## src/rtl/muldiv_pkg.sv

```systemverilog
// muldiv_pkg: shared widths, op encodings and sequencer states for the HI/LO multiply/divide unit
package muldiv_pkg;
  localparam int DATA_W = 32;
  localparam int CNT_W = 5;
  typedef enum logic [1:0] {OP_MULT = 2'b00, OP_MULTU = 2'b01, OP_DIV = 2'b10, OP_DIVU = 2'b11} op_e;
  typedef enum logic [1:0] {IDLE, MUL, DIV, FIX} state_e;
endpackage

```

## src/rtl/muldiv_hilo_ctl_if.sv

```systemverilog
// muldiv_hilo_ctl_if: request/result bundle between the core and the multiply/divide sequencer
interface muldiv_hilo_ctl_if;
  import muldiv_pkg::*;
  logic start_i;
  logic [1:0] op_i;
  logic [DATA_W-1:0] rs_val_i;
  logic [DATA_W-1:0] rt_val_i;
  logic mthi_i;
  logic mtlo_i;
  logic mfhi_req_i;
  logic mflo_req_i;
  logic busy_o;
  logic stall_o;
  logic [DATA_W-1:0] hi_o;
  logic [DATA_W-1:0] lo_o;
  logic done_o;
  logic div_by_zero_o;
  modport master(output start_i, op_i, rs_val_i, rt_val_i, mthi_i, mtlo_i, mfhi_req_i, mflo_req_i,
                 input busy_o, stall_o, hi_o, lo_o, done_o, div_by_zero_o);
  modport slave(input start_i, op_i, rs_val_i, rt_val_i, mthi_i, mtlo_i, mfhi_req_i, mflo_req_i,
                output busy_o, stall_o, hi_o, lo_o, done_o, div_by_zero_o);
endinterface

```

## src/rtl/muldiv_step.sv

```systemverilog
// muldiv_step: one iteration on {acc, q}: add-and-shift-right for multiply, trial-subtract-and-shift-left for divide
module muldiv_step
  import muldiv_pkg::*;
(
  input  logic              div,
  input  logic [DATA_W-1:0] acc,
  input  logic [DATA_W-1:0] q,
  input  logic [DATA_W-1:0] m,
  output logic [DATA_W-1:0] acc_n,
  output logic [DATA_W-1:0] q_n
);
  logic [DATA_W:0] sum;
  logic [DATA_W:0] rem;
  logic fits;
  always_comb begin
    sum = {1'b0, acc} + (q[0] ? {1'b0, m} : '0);
    rem = {acc, q[DATA_W-1]};
    fits = rem >= {1'b0, m};
    acc_n = div ? (fits ? DATA_W'(rem - {1'b0, m}) : rem[DATA_W-1:0]) : sum[DATA_W:1];
    q_n = div ? {q[DATA_W-2:0], fits} : {sum[0], q[DATA_W-1:1]};
  end
endmodule

```

## src/rtl/muldiv_hilo_ctl.sv

```systemverilog
// muldiv_hilo_ctl: iterative MULT/MULTU/DIV/DIVU sequencer owning HI/LO; MULDIV_FAST_MUL_EN selects a single-cycle multiply
module muldiv_hilo_ctl
  import muldiv_pkg::*;
(
  input logic clk,
  input logic rst,
  muldiv_hilo_ctl_if.slave bus
);
  state_e state;
  logic [CNT_W-1:0] cnt;
  logic [DATA_W-1:0] acc, q, m, hi, lo, acc_n, q_n, mag_a, mag_b, fix_hi, fix_lo;
  logic [2*DATA_W-1:0] prod;
  logic is_div, neg_q, neg_r, dz, busy, done, dbz, sgn;
  muldiv_step u_step (.div(state == DIV), .acc(acc), .q(q), .m(m), .acc_n(acc_n), .q_n(q_n));
  // Operands run as magnitudes; the captured sign flags restore signs in FIX.
  always_comb begin
    sgn = bus.op_i inside {OP_MULT, OP_DIV};
    mag_a = (sgn && bus.rs_val_i[DATA_W-1]) ? -bus.rs_val_i : bus.rs_val_i;
    mag_b = (sgn && bus.rt_val_i[DATA_W-1]) ? -bus.rt_val_i : bus.rt_val_i;
    prod = neg_q ? -{acc, q} : {acc, q};
    fix_hi = is_div ? (neg_r ? -acc : acc) : prod[2*DATA_W-1:DATA_W];
    fix_lo = is_div ? (neg_q ? -q : q) : prod[DATA_W-1:0];
  end
  always_ff @(posedge clk or posedge rst) begin
    if (rst) begin
      state <= IDLE;
      cnt <= '0;
      acc <= '0;
      q <= '0;
      m <= '0;
      hi <= '0;
      lo <= '0;
      is_div <= 1'b0;
      neg_q <= 1'b0;
      neg_r <= 1'b0;
      dz <= 1'b0;
      busy <= 1'b0;
      done <= 1'b0;
      dbz <= 1'b0;
    end else begin
      done <= 1'b0;
      dbz <= 1'b0;
      unique case (state)
        IDLE: begin
          if (bus.start_i) begin
            is_div <= bus.op_i[1];
            neg_q <= sgn && (bus.rs_val_i[DATA_W-1] ^ bus.rt_val_i[DATA_W-1]);
            neg_r <= sgn && bus.rs_val_i[DATA_W-1];
            dz <= bus.op_i[1] && (bus.rt_val_i == '0);
            m <= mag_b;
            cnt <= '1;
            busy <= 1'b1;
`ifdef MULDIV_FAST_MUL_EN
            {acc, q} <= bus.op_i[1] ? {{DATA_W{1'b0}}, mag_a} : (2*DATA_W)'(mag_a) * (2*DATA_W)'(mag_b);
            state <= (!bus.op_i[1] || bus.rt_val_i == '0) ? FIX : DIV;
`else
            acc <= '0;
            q <= mag_a;
            state <= bus.op_i[1] ? ((bus.rt_val_i == '0) ? FIX : DIV) : MUL;
`endif
          end else begin
            if (bus.mthi_i) hi <= bus.rs_val_i;
            if (bus.mtlo_i) lo <= bus.rs_val_i;
          end
        end
        MUL, DIV: begin
          acc <= acc_n;
          q <= q_n;
          cnt <= cnt - 1'b1;
          if (cnt == '0) state <= FIX;
        end
        FIX: begin
          state <= IDLE;
          busy <= 1'b0;
          done <= 1'b1;
          dbz <= dz;
          if (!dz) begin
            hi <= fix_hi;
            lo <= fix_lo;
          end
        end
      endcase
    end
  end
  assign bus.busy_o = busy;
  assign bus.stall_o = busy & (bus.start_i | bus.mthi_i | bus.mtlo_i | bus.mfhi_req_i | bus.mflo_req_i);
  assign bus.hi_o = hi;
  assign bus.lo_o = lo;
  assign bus.done_o = done;
  assign bus.div_by_zero_o = dbz;
endmodule

```

## src/flat_wrapper.sv

```systemverilog
// flat-port wrapper written by rule: the top's interface ports become plain ports
module muldiv_hilo_ctl_flat import muldiv_pkg::*;
  (clk, rst, bus_start_i, bus_op_i, bus_rs_val_i, bus_rt_val_i, bus_mthi_i, bus_mtlo_i, bus_mfhi_req_i, bus_mflo_req_i, bus_busy_o, bus_stall_o, bus_hi_o, bus_lo_o, bus_done_o, bus_div_by_zero_o);
  muldiv_hilo_ctl_if bus_i ();
  input logic clk;
  input logic rst;
  input wire logic [$bits(bus_i.start_i)-1:0] bus_start_i;
  input wire logic [$bits(bus_i.op_i)-1:0] bus_op_i;
  input wire logic [$bits(bus_i.rs_val_i)-1:0] bus_rs_val_i;
  input wire logic [$bits(bus_i.rt_val_i)-1:0] bus_rt_val_i;
  input wire logic [$bits(bus_i.mthi_i)-1:0] bus_mthi_i;
  input wire logic [$bits(bus_i.mtlo_i)-1:0] bus_mtlo_i;
  input wire logic [$bits(bus_i.mfhi_req_i)-1:0] bus_mfhi_req_i;
  input wire logic [$bits(bus_i.mflo_req_i)-1:0] bus_mflo_req_i;
  output wire logic [$bits(bus_i.busy_o)-1:0] bus_busy_o;
  output wire logic [$bits(bus_i.stall_o)-1:0] bus_stall_o;
  output wire logic [$bits(bus_i.hi_o)-1:0] bus_hi_o;
  output wire logic [$bits(bus_i.lo_o)-1:0] bus_lo_o;
  output wire logic [$bits(bus_i.done_o)-1:0] bus_done_o;
  output wire logic [$bits(bus_i.div_by_zero_o)-1:0] bus_div_by_zero_o;
  assign bus_i.start_i = bus_start_i;
  assign bus_i.op_i = bus_op_i;
  assign bus_i.rs_val_i = bus_rs_val_i;
  assign bus_i.rt_val_i = bus_rt_val_i;
  assign bus_i.mthi_i = bus_mthi_i;
  assign bus_i.mtlo_i = bus_mtlo_i;
  assign bus_i.mfhi_req_i = bus_mfhi_req_i;
  assign bus_i.mflo_req_i = bus_mflo_req_i;
  assign bus_busy_o = bus_i.busy_o;
  assign bus_stall_o = bus_i.stall_o;
  assign bus_hi_o = bus_i.hi_o;
  assign bus_lo_o = bus_i.lo_o;
  assign bus_done_o = bus_i.done_o;
  assign bus_div_by_zero_o = bus_i.div_by_zero_o;
  muldiv_hilo_ctl u_core (.clk(clk), .rst(rst), .bus(bus_i));
endmodule
```

## config.mk

```make
export PLATFORM = sky130hd
export DESIGN_NAME = muldiv_hilo_ctl_flat
export DESIGN_NICKNAME = d
export VERILOG_FILES = /design/src/rtl/muldiv_pkg.sv /design/src/rtl/muldiv_hilo_ctl_if.sv /design/src/rtl/muldiv_step.sv /design/src/rtl/muldiv_hilo_ctl.sv /design/src/flat_wrapper.sv
export SDC_FILE = /design/constraint.sdc
export NUM_CORES = 1
export LEC_CHECK = 0
export CAP_MARGIN = 10
export CORE_MARGIN = 2
export CORE_UTILIZATION = 35
export CTS_BUF_LIST = sky130_fd_sc_hd__clkbuf_16
export DETAILED_ROUTE_END_ITERATION = 7
export GPL_ROUTABILITY_DRIVEN = 1
export PLACE_DENSITY = 0.53
export SYNTH_ARGS = -nofsm -noshare
export SYNTH_HDL_FRONTEND = slang
export SYNTH_SLANG_ARGS = --single-unit
```

## constraint.sdc

```tcl
create_clock -name clk -period 9.5 [get_ports clk]
set_input_delay 1.9 -clock clk [delete_from_list [all_inputs] [get_ports clk]]
set_output_delay 1.9 -clock clk [all_outputs]
set_load 0.01 [all_outputs]
```

==> results.sh, run 1 <==
export IMPL_status="finished, final reports clean"
export IMPL_min_period_over_period=0.5463
export IMPL_required_ns=7.60
export IMPL_cts_sinks=174
export IMPL_finalHoldViolCount=0
export IMPL_synthSimpleGateAreaFrac=0.1744
export IMPL_io_pin_count=141
export IMPL_fin_tns_setup_ns=0
export IMPL_critPathArrivalTime_ns=3.29
export IMPL_cts_tree="done"
export IMPL_peakVddDrop_uv=177.3
export IMPL_synth_compound_area_frac=0.2534
export IMPL_postRouteAntennaNets=0
export IMPL_finalSetupViolations=0
export IMPL_final_net_count=2032
export IMPL_p_leak_nw=7.140
export IMPL_hold_slack_ns=0.4790
export IMPL_critical_path_class="in2out"
export IMPL_drv_slew=0
export IMPL_rows=74
export IMPL_cts_buffers=17
export IMPL_synth_flop_cell="dfrtp_1"
export IMPL_synthArstFlopShare=1.000
export IMPL_top_layer="met4"
export IMPL_endpoint_kind="primary output"
export IMPL_syn_inst=1818
export IMPL_synth_area_per_cell_um2=7.944
export IMPL_power_density_nw_per_um2=410.9
export IMPL_filler_cell_count=4208
export IMPL_start_util=0.3545
export IMPL_critPathLaunchType="primary input"
export IMPL_grt_overflow=0
export IMPL_wl_met1_um=22280
export IMPL_clk_pin_slew_ns=0.07
export IMPL_min_period_ns=5.189
export IMPL_grt_max_degree=86
export IMPL_synth_nets=1966
export IMPL_cts_hold_buf=0
export IMPL_yosysUniqueCellTypes=71
export IMPL_diodes=0
export IMPL_vias_per_cell=5.552
export IMPL_ctsResizeCount=0
export IMPL_cts_root_buffer="clkbuf_16"
export IMPL_drc_errors=0
export IMPL_fp_dieH_um=207.1
export IMPL_synth_top_family_by_area="compound AO/OA/AOI/OAI gates"
export IMPL_yosysWarnings=0
export IMPL_io_buffers=140
export IMPL_multiInputGateArea_um2=9437
export IMPL_synth_edff_count=0
export IMPL_muxShareOfSynthArea=0.05224
export IMPL_dr_pass1_iters=5
export IMPL_fmax_mhz=192.7
export IMPL_routed_wl_um=48610
export IMPL_cap_violations=0
export IMPL_path_max_fanout=7
export IMPL_final_layout_size_suffix_gt1_frac=0.03848
export IMPL_synthAdderAreaFrac=0.06601
export IMPL_drtIter0Drc=945
export IMPL_vias=13490
export IMPL_gp_congestion=0.8882
export IMPL_cts_setup_buffers=0
export IMPL_ys_seq_elements=174
export IMPL_first_global_vias=13310
export IMPL_insertion_delay_ns=0.45
export IMPL_dp_hpwl_um=36920
export IMPL_worstHoldPathType="reg2reg"
export IMPL_synth_largest_area_cell="dfrtp_1"
export IMPL_dieArea_um2=42900
export IMPL_grt_pass1_wl_um=77020
export IMPL_syn_to_final_growth_pct=16.52
export IMPL_synth_xor_area_frac=0.1055
export IMPL_synth_area_top_cells="dfrtp_1, o21ai_0, ha_1, nand2_1, xnor2_1"
export IMPL_tightest_slew_ns=1.026
export IMPL_synth_top_area_share=0.3015
export IMPL_slew_headroom=0.3131
export IMPL_wl_met2_um=23510
export IMPL_clock_skew_ns=0.01153
export IMPL_antenna_found_initial=0
export IMPL_synthesis_area_um2=14440
export IMPL_drt_wirelength_per_cell_um=20.01
export IMPL_ys_seq_area_frac=0.3015
export IMPL_dr_wl_met3_um=1684
export IMPL_htreeDepth=4
export IMPL_die_w_um=207.1
export IMPL_core_um2=40740
export IMPL_regArea_um2=4354
export IMPL_rsz0062_at_grt="no"
export IMPL_grt_usage=0.2266
export IMPL_clock_path_buffers=2
## registers in the layout, indices dropped and copies added (netlist names), 2 cells and up
register	count
u_core.q	32
u_core.bus.hi_o	32
u_core.cnt	5
u_core.state	2
u_core.bus.lo_o	32
u_core.m	32
u_core.acc	32
## cell type report
| cell class | count | share of cell area |
|---|---|---|
| flip-flops and latches | 174 | 0.2587 |
| clock inverters | 15 | 0.009591 |
| clock buffers | 17 | 0.02528 |
| inverters | 69 | 0.01569 |
| well taps | 532 | 0.03955 |
| multi-input cells | 1466 | 0.5607 |
| repair buffers | 156 | 0.09041 |
## cell families (layout without fill, tap and decap cells)
| family | count (synthesis) | in the layout |
|---|---|---|
| compound gates | 594 | 594 |
| xor+xnor | 174 | 174 |
| simple gates | 548 | 548 |
| flops | 174 | 174 |
| fa+ha+maj | 75 | 75 |
| buf+inv | 178 | 257 |
| mux | 75 | 75 |
## critical path, stage by stage
cell             delay (ns)
clkdlybuf4s50_1        0.60
nor3_1                 0.09
a21oi_1                0.14
clkdlybuf4s50_1        0.55
## metrics by stage
step	util	instance area, um2	power [mW]	instances	setup slack, ns
detailed placement	0.3987	16240	6.163	2397	4.315
floorplan	-	14440	4.732	1818	2.883
global placement	0.3987	16240	6.119	2397	4.290
global route	0.4131	16830	7.531	2429	4.196
CTS	0.4131	16830	6.926	2429	4.312
finish	0.4131	16830	6.914	2429	4.311
## layout by cell type (no fill, tap or decap), types with 20 or more instances in the layout
cell             count
a211oi_1            27
a21o_1              55
a21oi_1            121
clkdlybuf4s50_1    140
dfrtp_1            174
ha_1                70
inv_1               68
mux2i_1             72
nand2_1            237
nand2b_1            24
nor2_1             116
nor3_1              41
o21ai_0            242
or3_1               20
xnor2_1             89
xor2_1              85
## where the power goes
| part | switching (mW) | internal [mW] |
|---|---|---|
| clock network | 0.347 | 0.393 |
| logic | 2.72 | 1.88 |
| registers | 0.468 | 1.11 |
## Yosys cell counts (all sizes together), types with 41 or more instances
cell type / number
clkbuf: 92
dfrtp: 174
mux2i: 72
nor3: 41
o21ai: 246
a21oi: 121
ha: 73
nor2: 116
nand2: 238
xnor2: 89
a21o: 57
xor2: 85
inv: 69
## metal layers
layer / GRT usage / up-vias
li1: - / 6630
met1: 0.3004 / 6506
met2: 0.3844 / 295
met3: 0.03123 / 54
met4: 0.06527 / 0
met5: 0 / -
## worst paths after layout
kind                                      from  cells past startpoint  slack, ns                   to
hold reg to reg            u_core.bus.hi_o[27]                      1       0.48  u_core.bus.hi_o[27]
min in group asynchronous                  rst                      2       1.87         u_core.m[11]
setup reg to reg                 u_core.acc[2]                     12       4.97       u_core.acc[17]
hold / removal             u_core.bus.hi_o[27]                      1       0.48  u_core.bus.hi_o[27]
setup / recovery                   bus_start_i                      4       4.31          bus_stall_o
max in group asynchronous                  rst                      3       6.34   u_core.bus.lo_o[4]
(Power assumes the default switching activity.)
==> run 2, diff against run 1 <==
clock period = 5.43 ns   (was 9.5 ns; I/O delays follow)
==> results.sh, run 2 (same netlist as run 1, synthesis figures left out) <==
export IMPL_dp_hpwl_um=37430
export IMPL_vias=13730
export IMPL_max_stage_delay_ns=0.81
export IMPL_drt_wirelength_per_cell_um=20.17
export IMPL_worstHoldPathType="reg2reg"
export IMPL_required_ns=5.78
export IMPL_endpoint_kind="flop"
export IMPL_postRouteAntennaNets=0
export IMPL_power_internal_mw=5.948
export IMPL_fmax_mhz=235.7
export IMPL_drv_slew=0
export IMPL_io_pin_count=141
export IMPL_start_util=0.3545
export IMPL_reg2reg_slack_ns=1.19
export IMPL_gp_congestion=0.9044
export IMPL_fp_dieH_um=207.1
export IMPL_peakVddDrop_uv=356.4
export IMPL_comb_power_share=0.666
export IMPL_syn_to_final_growth_pct=16.71
export IMPL_power_switching_mw=6.200
export IMPL_clock_path_buffers=2
export IMPL_core_um2=40740
export IMPL_drc_errors=0
export IMPL_finalSetupViolations=0
export IMPL_cts_buffers=17
export IMPL_critPathLaunchType="flop"
export IMPL_swShare=0.5104
export IMPL_final_cell_mix="o21ai_0, nand2_1, dfrtp_1, clkdlybuf4s50_1, a21oi_1"
export IMPL_critical_path_top_delay_family="compound AO/OA/AOI/OAI gates"
export IMPL_dieArea_um2=42900
export IMPL_cts_root_buffer="clkbuf_16"
export IMPL_first_global_vias=13430
export IMPL_final_layout_size_suffix_gt1_frac=0.03793
export IMPL_dr_pass1_iters=5
export IMPL_htreeDepth=4
export IMPL_clockPowerShare=0.107
export IMPL_grt_pass1_wl_um=78320
export IMPL_routed_wl_um=49000
export IMPL_path_max_fanout=28
export IMPL_grt_overflow=0
export IMPL_drtIter0Drc=1253
export IMPL_p_leak_nw=7.155
export IMPL_multiInputGateArea_um2=9437
export IMPL_cts_hold_buf=0
export IMPL_critPathArrivalTime_ns=4.59
export IMPL_status="finished, final reports clean"
export IMPL_final_net_count=2033
export IMPL_die_w_um=207.1
export IMPL_cts_setup_buffers=0
export IMPL_finalPower_mw=12.15
export IMPL_mostFrequentLayoutCell="o21ai_0"
export IMPL_min_period_ns=4.242
export IMPL_cts_sinks=174
export IMPL_grt_max_degree=117
export IMPL_cp_num_buf_inv=1
export IMPL_grt_usage=0.2301
export IMPL_antenna_found_initial=0
export IMPL_clk_pin_slew_ns=0.07
export IMPL_hold_slack_ns=0.4760
export IMPL_path_cells="ha_1 > nand3_1 > o21bai_1 > a2111oi_0 > nor2_1 > a21oi_1 > a21oi_1 > o31ai_4 > buf_4 > mux2i_1 > mux2i_1 > a22o_1"
export IMPL_clock_skew_ns=0.01219
export IMPL_fin_tns_setup_ns=0
export IMPL_tightest_slew_ns=1.087
export IMPL_cp_slowest_cell="a2111oi_0"
export IMPL_cap_violations=0
export IMPL_ctsResizeCount=0
export IMPL_critical_path_class="reg2reg"
export IMPL_finalHoldViolCount=0
export IMPL_power_density_nw_per_um2=720.7
export IMPL_vias_per_cell=5.651
export IMPL_filler_cell_count=4164
export IMPL_min_period_over_period=0.7812
export IMPL_io_buffers=140
export IMPL_slew_headroom=0.2718
export IMPL_diodes=0
export IMPL_insertion_delay_ns=0.48
export IMPL_cts_tree="done"
export IMPL_regArea_um2=4354
export IMPL_seqPwrFrac=0.226
export IMPL_rsz0062_at_grt="no"
export IMPL_rows=74
==> run 2: cell types whose count changed in the layout (fill, tap and decap cells not counted) <==
cell and delta:
buf_12 +1, bufinv_16 +1, clkinv_2 -1, clkinv_4 +2, inv_1 +2, inv_6 -1
inv_8 -3
==> run 2: path summary, 6_finish.rpt <==
| check | startpoint | end | cells after the start |
|---|---|---|---|
| setup / recovery | u_core.acc[2] | u_core.acc[17] | 12 |
| hold / removal | u_core.bus.hi_o[1] | u_core.bus.hi_o[1] | 2 |
| setup reg to reg | u_core.acc[2] | u_core.acc[17] | 12 |
| hold reg to reg | u_core.bus.hi_o[1] | u_core.bus.hi_o[1] | 2 |
| max in group asynchronous | rst | u_core.bus.hi_o[16] | 3 |
| min in group asynchronous | rst | u_core.m[11] | 2 |
==> run 2: metrics by stage <==
step | instance area (um2) | setup slack (ns) | std cells | utilization
2_1_floorplan | 14450 | 2.119 | 1818 | -
3_3_place_gp | 16260 | 1.282 | 2398 | 0.3991
3_5_place_dp | 16260 | 1.267 | 2398 | 0.3991
4_1_cts | 16860 | 1.254 | 2430 | 0.4138
5_1_grt | 16860 | 0.8799 | 2430 | 0.4138
6_report | 16860 | 1.188 | 2430 | 0.4138
==> run 2: worst reg2reg max path, stage by stage (launching register included) <==
cell       delay (ns)
dfrtp_1          0.50
ha_1             0.42
nand3_1          0.13
o21bai_1         0.21
a2111oi_0        0.81
nor2_1           0.21
a21oi_1          0.31
a21oi_1          0.24
o31ai_4          0.28
buf_4            0.43
mux2i_1          0.24
mux2i_1          0.10
a22o_1           0.24
==> run 2: layout make-up <==
type                            count  share of cell area
Multi-Input combinational cell   1466              0.5598
Sequential cell                   174              0.2583
Timing Repair Buffer              157             0.09145
Tap cell                          532             0.03949
Clock buffer                       17             0.02524
Inverter                           69             0.01559
Clock inverter                     15             0.01009
==> run 2: per-layer routing <==
layer | vias to the layer above | wire length, um | track usage
met5 | - | 0 | 0
met4 | 0 | 1243 | 0.07192
met3 | 62 | 2233 | 0.03093
met2 | 385 | 23300 | 0.3817
met1 | 6647 | 22230 | 0.3104
li1 | 6638 | - | -
==> run 2: power by group through the flow <==
stage | sequential [mW] | clock (mW) | combinational, mW
final | 2.75 | 1.31 | 8.09
after global routing | 2.83 | 1.38 | 9.00
after CTS | 2.74 | 1.33 | 8.09
after detailed placement | 2.76 | 0 | 8.05
after global placement | 2.74 | 0 | 8.05
after floorplan | 2.50 | 0 | 5.78
==> run 3, diff against run 2 <==
clock period = 4.1 ns   (was 5.43 ns; I/O delays follow)
==> results.sh, run 3 (same netlist as run 1, synthesis figures left out) <==
export IMPL_cp_slowest_cell="dfrtp_1"
export IMPL_max_stage_delay_ns=0.48
export IMPL_ctsResizeCount=0
export IMPL_cts_setup_buffers=0
export IMPL_slew_headroom=0.4033
export IMPL_clock_skew_ns=0.009274
export IMPL_mostFrequentLayoutCell="o21ai_0"
export IMPL_cts_buffers=17
export IMPL_cap_violations=0
export IMPL_antenna_found_initial=0
export IMPL_min_period_ns=3.731
export IMPL_gp_congestion=0.9265
export IMPL_dp_hpwl_um=38820
export IMPL_required_ns=4.46
export IMPL_power_density_nw_per_um2=947.8
export IMPL_fin_ws_ns=0.3694
export IMPL_peakVddDrop_uv=460.5
export IMPL_cts_sinks=174
export IMPL_pre_cts_ws_ns=0.3037
export IMPL_tightest_slew_ns=0.8950
export IMPL_rsz0062_at_grt="no"
export IMPL_path_max_fanout=29
export IMPL_cp_num_buf_inv=2
export IMPL_fp_dieH_um=207.1
export IMPL_drv_slew=0
export IMPL_worstHoldPathType="reg2reg"
export IMPL_finalSetupViolations=0
export IMPL_final_layout_size_suffix_gt1_frac=0.05576
export IMPL_critical_path_top_delay_family="compound AO/OA/AOI/OAI gates"
export IMPL_dieArea_um2=42900
export IMPL_path_cells="ha_1 > nand3_1 > o21bai_1 > a2111oi_0 > buf_4 > nor2_1 > a21oi_1 > a21oi_1 > o31ai_4 > buf_12 > mux2i_1 > mux2i_1 > a22o_1"
export IMPL_drt_wirelength_per_cell_um=20.30
export IMPL_io_pin_count=141
export IMPL_vias_per_cell=5.600
export IMPL_diodes=0
export IMPL_grt_overflow=0
export IMPL_htreeDepth=4
export IMPL_core_um2=40740
export IMPL_min_period_over_period=0.9099
export IMPL_routed_wl_um=50130
export IMPL_finalHoldViolCount=0
export IMPL_critPathLaunchType="flop"
export IMPL_rows=74
export IMPL_endpoint_kind="flop"
export IMPL_critPathArrivalTime_ns=4.09
export IMPL_fmax_mhz=268.1
export IMPL_drc_errors=0
export IMPL_critical_path_class="reg2reg"
export IMPL_finalPower_mw=16.23
export IMPL_cts_hold_buf=0
export IMPL_first_global_vias=13600
export IMPL_status="finished, final reports clean"
export IMPL_grt_pass1_wl_um=78770
export IMPL_postRouteAntennaNets=0
export IMPL_clk_pin_slew_ns=0.07
export IMPL_p_leak_nw=7.338
export IMPL_cts_tree="done"
export IMPL_dr_pass1_iters=5
export IMPL_cts_root_buffer="clkbuf_16"
export IMPL_grt_max_degree=66
export IMPL_final_net_count=2073
export IMPL_final_cell_mix="o21ai_0, nand2_1, dfrtp_1, clkdlybuf4s50_1, a21oi_1"
export IMPL_final_core_util=0.4204
export IMPL_insertion_delay_ns=0.46
export IMPL_die_w_um=207.1
export IMPL_grt_usage=0.2333
export IMPL_fin_tns_setup_ns=0
export IMPL_start_util=0.3545
export IMPL_drtIter0Drc=1097
export IMPL_io_buffers=140
export IMPL_vias=13830
export IMPL_syn_to_final_growth_pct=18.57
export IMPL_clock_path_buffers=2
==> run 3: changes by cell type in the layout (fill, tap and decap cells not counted) <==
cell / change
nor2b_1: +1
bufinv_16: -3
buf_12: +5
nor2b_2: -1
buf_4: +35
clkinvlp_4: -2
clkinv_4: -1
inv_1: -1
clkinv_1: +3
clkinv_2: +3
==> run 3: path summary, 6_finish.rpt <==
path	slack (ns)	to	depth (start not counted)	startpoint
max in group asynchronous	2.39	u_core.q[6]	3	rst
setup reg to reg	0.37	u_core.acc[17]	13	u_core.acc[1]
hold reg to reg	0.48	u_core.bus.lo_o[25]	1	u_core.bus.lo_o[25]
hold / removal	0.48	u_core.bus.lo_o[25]	1	u_core.bus.lo_o[25]
setup / recovery	0.37	u_core.acc[17]	13	u_core.acc[1]
min in group asynchronous	0.87	u_core.m[8]	2	rst
==> run 3: area by class of cell <==
cell class,instances,area (um2)
fill,4188,23610
multi-input combinational,1466,9434
sequential,174,4354
timing repair buffer,197,1904
tap,532,665.6
clock buffer,17,425.4
inverter,69,262.8
clock inverter,14,78.83
==> run 3: metal layers <==
layer  share of wire  track usage  routed length, um
met2            0.46       0.3716              22960
met1            0.45       0.3140              22640
met3           0.049      0.03457               2478
met4           0.041       0.1032               2055
met5               0            0                  0
==> run 3: per-stage QoR <==
step / instance area, um2 / cells / hold WS, ns
final: 17130 / 2469 / 0.4752
after global routing: 17130 / 2469 / 0.5026
after CTS: 17130 / 2469 / 0.4804
after detailed placement: 16620 / 2438 / 0.4657
after global placement: 16620 / 2438 / 0.4565
after floorplan: 14450 / 1818 / 0.4424
==> run 3: report_power, final <==
group          internal, mW  leakage (nW)  switching, mW
combinational          4.64          4.93           6.60
clock                 0.759         0.258          0.746
sequential             2.57          2.15          0.927
total                  7.96          7.34           8.27
